[config.mk]
export PLATFORM = sky130hd
export DESIGN_NAME = mem_arbiter
export DESIGN_NICKNAME = d
export VERILOG_FILES = /design/src/rtl/cpu_types_pkg.sv /design/src/rtl/mem_arbiter.sv
export SDC_FILE = /design/constraint.sdc
export NUM_CORES = 1
export LEC_CHECK = 0
export BUFFER_PORTS_ARGS = -buffer_cell sky130_fd_sc_hd__buf_2
export CORE_AREA = 2 2 104 106
export CTS_BUF_LIST = sky130_fd_sc_hd__clkbuf_8
export DETAILED_ROUTE_END_ITERATION = 16
export DIE_AREA = 0 0 106 108
export HOLD_SLACK_MARGIN = 0.05
export PLACE_DENSITY_LB_ADDON = 0.12
export SYNTH_ARGS = -nofsm -noshare
export SYNTH_HDL_FRONTEND = slang
export SYNTH_SLANG_ARGS = --single-unit
[constraint.sdc]
create_clock -name CLK -period 3 [get_ports CLK]
set_input_delay 0.3 -clock CLK [delete_from_list [all_inputs] [get_ports CLK]]
set_output_delay 0.3 -clock CLK [all_outputs]
set_load 0.005 [all_outputs]
[src/rtl/cpu_types_pkg.sv]
// Shared CPU memory-side types: word, RAM handshake state and arbiter state.
package cpu_types_pkg;

  typedef logic [31:0] word_t;

  typedef enum logic [1:0] {
    FREE   = 2'd0,
    BUSY   = 2'd1,
    ACCESS = 2'd2,
    ERROR  = 2'd3
  } ramstate_t;

  typedef enum logic [1:0] {
    ARB    = 2'd0,
    DGRANT = 2'd1,
    IGRANT = 2'd2
  } arb_state_t;

  localparam int unsigned STARVE_MAX_DEFAULT = 4;

endpackage

[src/rtl/mem_arbiter.sv]
// Single-port RAM arbiter between icache and dcache: dcache has priority,
// icache is forced in after STARVE_MAX back-to-back dcache completions.
module mem_arbiter
  import cpu_types_pkg::*;
#(
  parameter int unsigned STARVE_MAX = STARVE_MAX_DEFAULT
) (
  input  logic      CLK,
  input  logic      nRST,
  input  logic      iREN,
  input  word_t     iaddr,
  output logic      iwait,
  output word_t     iload,
  input  logic      dREN,
  input  logic      dWEN,
  input  word_t     daddr,
  input  word_t     dstore,
  output logic      dwait,
  output word_t     dload,
  output logic      ramREN,
  output logic      ramWEN,
  output word_t     ramaddr,
  output word_t     ramstore,
  input  word_t     ramload,
  input  ramstate_t ramstate
);

  localparam int unsigned SW = (STARVE_MAX < 2) ? 1 : $clog2(STARVE_MAX + 1);
  localparam logic [SW-1:0] STARVE_LIM = SW'(STARVE_MAX);

  arb_state_t    state_q, state_d;
  logic [SW-1:0] starve_q, starve_d;
  logic          d_req;

  assign d_req = dREN | dWEN;

  // arbiter state register
  always_ff @(posedge CLK) begin
    if (!nRST) begin
      state_q <= ARB;
    end else begin
      state_q <= state_d;
    end
  end

  // icache starvation counter
  always_ff @(posedge CLK) begin
    if (!nRST) begin
      starve_q <= '0;
    end else begin
      starve_q <= starve_d;
    end
  end

  // next state, starvation update and RAM-side strobes
  always_comb begin
    state_d  = state_q;
    starve_d = iREN ? starve_q : '0;
    iwait    = 1'b1;
    dwait    = 1'b1;
    ramREN   = 1'b0;
    ramWEN   = 1'b0;
    ramaddr  = '0;
    ramstore = '0;
    iload    = ramload;
    dload    = ramload;

    case (state_q)
      ARB: begin
        if ((starve_q == STARVE_LIM) && iREN) begin
          state_d = IGRANT;
        end else if (d_req) begin
          state_d = DGRANT;
        end else if (iREN) begin
          state_d = IGRANT;
        end else begin
          state_d = ARB;
        end
      end

      DGRANT: begin
        if (!d_req) begin
          state_d = ARB;
        end else begin
          ramWEN   = dWEN;
          ramREN   = dREN & ~dWEN;
          ramaddr  = daddr;
          ramstore = dstore;
          case (ramstate)
            ACCESS: begin
              dwait = 1'b0;
              if (iREN) begin
                starve_d = (starve_q == STARVE_LIM) ? STARVE_LIM : starve_q + SW'(1);
              end else begin
                starve_d = '0;
              end
              // burst continuation unless the icache has waited long enough
              if (iREN && (starve_d == STARVE_LIM)) begin
                state_d = IGRANT;
              end else begin
                state_d = DGRANT;
              end
            end
            ERROR:   state_d = ARB;
            default: state_d = DGRANT;
          endcase
        end
      end

      IGRANT: begin
        if (!iREN) begin
          state_d = ARB;
        end else begin
          ramREN  = 1'b1;
          ramaddr = iaddr;
          case (ramstate)
            ACCESS: begin
              iwait    = 1'b0;
              starve_d = '0;
              state_d  = IGRANT;
            end
            ERROR:   state_d = ARB;
            default: state_d = IGRANT;
          endcase
        end
      end

      default: state_d = ARB;
    endcase
  end

endmodule

== After elaboration in Yosys (flattened, before gate mapping) ==
Index checks and enable logic that the tools add are counted.
W data, S select, Z words.

* Output and inout port bits: 132
* Input port bits: 135
* Register bits after elaboration: 5

* Mux-type cells: 35
* Bitwise operators: 3
* $add $sub $neg: 1
* Reduce and logical (&&, ||, !) cells: 3
* Equal/unequal tests: 6

{| class="wikitable"
|+ Operators with widths
! kind !! number
|-
| $mux W32 || 4
|-
| $pmux W32 S2 || 1
|-
| $mux W3 || 10
|-
| $mux W2 || 7
|-
| $mux W1 || 9
|-
| $eq A2 B2 Y1 const B || 3
|-
| $eq A3 B3 Y1 const B || 2
|-
| $pmux W2 S3 || 1
|-
| $pmux W3 S2 || 1
|-
| $pmux W2 S2 || 1
|-
| $add A3 B1 Y3 const B || 1
|-
| $eq A2 B1 Y1 const B || 1
|-
| $logic_and A1 B1 Y1 || 2
|-
| $logic_not A2 Y1 || 1
|-
| $pmux W1 S2 || 1
|-
| $and A1 B1 Y1 || 1
|-
| $not A1 Y1 || 1
|-
| $or A1 B1 Y1 || 1
|}

== Depth between registers and ports, before layout ==
* Word-level depth: 12
* Depth in mapped cells: 7

== Worst setup path after synthesis ==
Ideal clock, no wire load.

* Path kind: reg2out
* Start point: reg state_q[0]
* End point: out ramaddr[10]
* Cell stages (with the launch flop): 8
* Data required time: 2,700 ps
* Buffers on the path: 2
* Arrival: 1,210 ps
* Setup slack: 1,490 ps
* Cells stage by stage: dfxtp_1 inv_1 ha_1 and2_1 buf_4 buf_4 a22oi_1 nor2b_1

* Longest elaborated chain between the ends: 2

{| class="wikitable"
|+ Ends and longest elaborated chain
! item !! line !! source
|-
| start, declared || mem_arbiter.sv:31 || <nowiki>arb_state_t state_q, state_d;</nowiki>
|-
| start signal, assigned || mem_arbiter.sv:42 || <nowiki>state_q <= state_d;</nowiki>
|-
| $eq A2 B2 Y1 / $eq A2 B1 Y1 (equally long branches) || mem_arbiter.sv:68 || <nowiki>case (state_q)</nowiki>
|-
| $pmux W32 S2 (*) || mem_arbiter.sv:68 ||
|-
| end, declared || mem_arbiter.sv:22 || <nowiki>output word_t ramaddr,</nowiki>
|}

Mark *: on every way between the ends. The rest lies on a longest branch, timed or not.

== Worst setup path after layout ==
* Start point: reg state_q[0]
* End point: out ramaddr[23]

Same word-level chain as after synthesis.

==> summary.txt <==
Route
  – Initial DRC Count: 73
  – Via/cell ratio: 4.024
  – Drt pass-1 iters: 5
  – DRT antenna net count: 0
  – DRC viols: 0
  – Via count: 1879
  – WL/cell: 14.08 um
  – Final WL: 6577 um

Logic synthesis
  – Post-synthesis sequential area ratio: 5.878%
  – Cell Area, Synth: 1703 um^2
  – Cell count after synthesis: 234
  – Synthesis warning total: 0
  – Syn_area_per_cell: 7.277 um^2
  – Cell variety after synth: 36
  – Syn Nets: 375
  – #FFs+latches synth: 5

Clock network
  – CTS sink count: 5
  – Root Driver: clkbuf_8
  – CTS tree: yes
  – Post-CTS setup buffers: 0
  – Worst-Skew Late Latency: 0.22 ns
  – Post_cts resized: 0
  – Clock slew at reported path FFs: 0.04 ns
  – CTS Buf Count: 3
  – Post-cts hold buffer count: 0
  – H-tree depth: 1
  – Clock buffer depth: 2

Floorplan
  – I/O pin count: 267
  – Core area: 10230 um^2
  – Initial Utilization: 16.64%
  – Die Area: 11450 um^2
  – Chip width: 106 um
  – Die outline height: 108 um
  – Row cnt: 37

Finish
  – Diodes inserted: 0
  – P&R area growth vs syn: 31.67%
  – Share of cells above drive strength 1: 55.29%
  – Final #Nets: 473
  – Final instance area: 2242 um^2

Setup path
  – Req. time, crit path: 2.70 ns
  – R2R setup slack: 1.11 ns
  – Reg2reg path depth: 5
  – Worst reg2reg path endpoint: starve_q[1]$_SDFF_PN0_
  – RR Startpoint: state_q[0]$_SDFF_PN0_
  – Worst EP arrival: 1.99 ns
  – Crit Path Max Fanout: 20
  – WS Path Type: flip-flop to primary output
  – CP endpoint kind: primary output
  – CP Launch Type: flip-flop

Timing
  – Slew headroom: 56.08%
  – Period minus WS final: 2.287 ns
  – Slew Viols, Final: 0
  – Setup_tns: 0 ns
  – Final setup viols: 0
  – Max Fclk: 437.3 MHz
  – Worst-Margin Slew: 0.6589 ns
  – Fin crit share: 76.23%
  – Worst clock skew: 0.002410 ns
  – RSZ-0062 raised after global routing: no
  – Final Hold Violating Endpoints: 0

Power
  – P per Cell Area: 218.1 nW/um^2
  – VDD IR-drop max: 0.2228 mV
  – Leakage Power: 1.169 nW

Outcome
  – Status: finished clean

Global routing
  – Initial antenna violation count: 0
  – Global-route wire length before repair: 9177 um
  – GRT Total Usage: 10.01%
  – GR Overflow Total: 0
  – Largest net degree at the start of global routing: 45
  – Vias in the first global route: 1702

Place
  – Gpl congestion: 0.7239
  – I/O Buffers: 170
  – Dpl hpwl: 5412 um
  – Post-DP Area: 2197 um^2

Worst hold path
  – Hold_sp: nRST
  – Hold Path Depth: 3
  – WHS Endpoint: starve_q[1]$_SDFF_PN0_
  – Hold WC Path Type: primary input to flip-flop

Flow run
  – # Max-Cap Violations: 0
through the flow:
| step | utilization [%] | hold slack [ns] | total power (W) | cells | setup WS (ns) |
|---|---|---|---|---|---|
| 2_1_floorplan | - | 0.4980 | 0.0002966 | 234 | 1.490 |
| 3_5_place_dp | 21.47 | 0.5329 | 0.0003754 | 463 | 0.8884 |
| 4_1_cts | 21.92 | 0.4162 | 0.0004969 | 467 | 0.6681 |
| 3_3_place_gp | 21.47 | 0.5282 | 0.0003725 | 463 | 0.9496 |
| 5_1_grt | 21.92 | 0.4334 | 0.0005287 | 467 | 0.5289 |
| 6_report | 21.92 | 0.4142 | 0.0004889 | 467 | 0.7132 |
registers in the layout, summed over array words and instances, names as in the netlist:
signal and cells:
starve_q 3, state_q 2
routing by layer:
layer | global-route usage (%) | share of wire, % | vias up
li1 | - | - | 915
met1 | 11.17 | 37 | 847
met2 | 19.31 | 53 | 113
met3 | 2.954 | 9.0 | 4
met4 | 1.128 | 0.32 | 0
met5 | 0 | 0 | -
synth_stat cells:
library cell / n / area share, %
dfxtp_1: 5 / 5.9
a31oi_1: 1 / 0.37
o22ai_1: 1 / 0.37
and2_1: 33 / 12
nand4_1: 1 / 0.37
o211a_4: 1 / 1.0
buf_4: 69 / 30
xor2_1: 1 / 0.51
or2_2: 1 / 0.37
clkbuf_2: 1 / 0.29
a21oi_1: 1 / 0.29
a22oi_1: 32 / 14
and4b_1: 1 / 0.59
nand2_1: 6 / 1.3
clkbuf_1: 3 / 0.66
nor2_1: 2 / 0.44
buf_2: 6 / 1.8
nor2b_2: 1 / 0.51
a2bb2oi_1: 1 / 0.51
a211oi_2: 1 / 0.73
nand3b_4: 1 / 1.2
buf_6: 1 / 0.66
nand3_1: 2 / 0.59
a41oi_1: 2 / 1.0
and3b_1: 1 / 0.51
nor4_2: 1 / 0.73
nor4_1: 1 / 0.37
a32oi_1: 1 / 0.51
a211oi_1: 1 / 0.44
o21ai_0: 2 / 0.59
or3_1: 1 / 0.37
inv_1: 9 / 2.0
ha_1: 6 / 4.4
o21a_1: 1 / 0.44
o2bb2ai_1: 2 / 1.0
nor2b_1: 34 / 12
final cells by class:
class | count | area, um^2
Timing Repair Buffer | 173 | 898.4
Inverter | 9 | 33.78
Tap cell | 136 | 170.2
Clock buffer | 3 | 41.29
Multi-Input combinational cell | 140 | 994.7
Clock inverter | 1 | 3.754
Sequential cell | 5 | 100.1
Fill cell | 1190 | 7989
worst max-delay path, cell delays in order, from the launching register on:
cell and delay (ns):
dfxtp_1 0.35, inv_1 0.08, ha_1 0.72, buf_4 0.32, nor2b_1 0.17, buf_2 0.13
cell usage in the layout (no fill, tap or decap), types with 2 or more instances in the layout:
| master | synthesis | layout |
|---|---|---|
| buf_2 | 6 | 170 |
| nor2b_1 | 34 | 34 |
| and2_1 | 33 | 33 |
| a22oi_1 | 32 | 32 |
| inv_1 | 9 | 10 |
| nand2_1 | 6 | 6 |
| ha_1 | 6 | 6 |
| dfxtp_1 | 5 | 5 |
| clkbuf_8 | 0 | 3 |
| nor2_1 | 2 | 2 |
| o2bb2ai_1 | 2 | 2 |
| a41oi_1 | 2 | 2 |
| nand3_1 | 2 | 2 |
| o21ai_0 | 2 | 2 |
| buf_12 | 0 | 2 |
logic make-up after synthesis:
logic type                 count (synthesis)  synth area share, %
xor gates and xnor gates                   1               0.5144
adders and majority gates                  6                4.408
AOI/OAI and AO/OA                         47                21.46
and+or+nand+nor                           86                31.96
buffers and inverters                     89                35.78
DFF                                        5                5.878
how the worst max path moves through the flow:
stage	start	to	slack [ns]	cells past startpoint
after detailed placement	state_q[1]$_SDFF_PN0_	ramaddr[6]	0.89	7
after floorplan	state_q[0]$_SDFF_PN0_	ramaddr[10]	1.49	7
after global routing	state_q[1]$_SDFF_PN0_	ramaddr[6]	0.53	7
final	state_q[0]$_SDFF_PN0_	ramaddr[23]	0.71	5
after CTS	state_q[1]$_SDFF_PN0_	ramaddr[6]	0.67	7
after global placement	state_q[1]$_SDFF_PN0_	ramaddr[6]	0.95	7
power by group:
group          switching (W)  leakage (nW)  internal (W)
Combinational       0.000139          1.10      0.000159
Sequential        0.00000228        0.0407     0.0000694
Clock              0.0000316        0.0269     0.0000876
Total               0.000173          1.17      0.000316
Power figures use the tool's default switching activity.
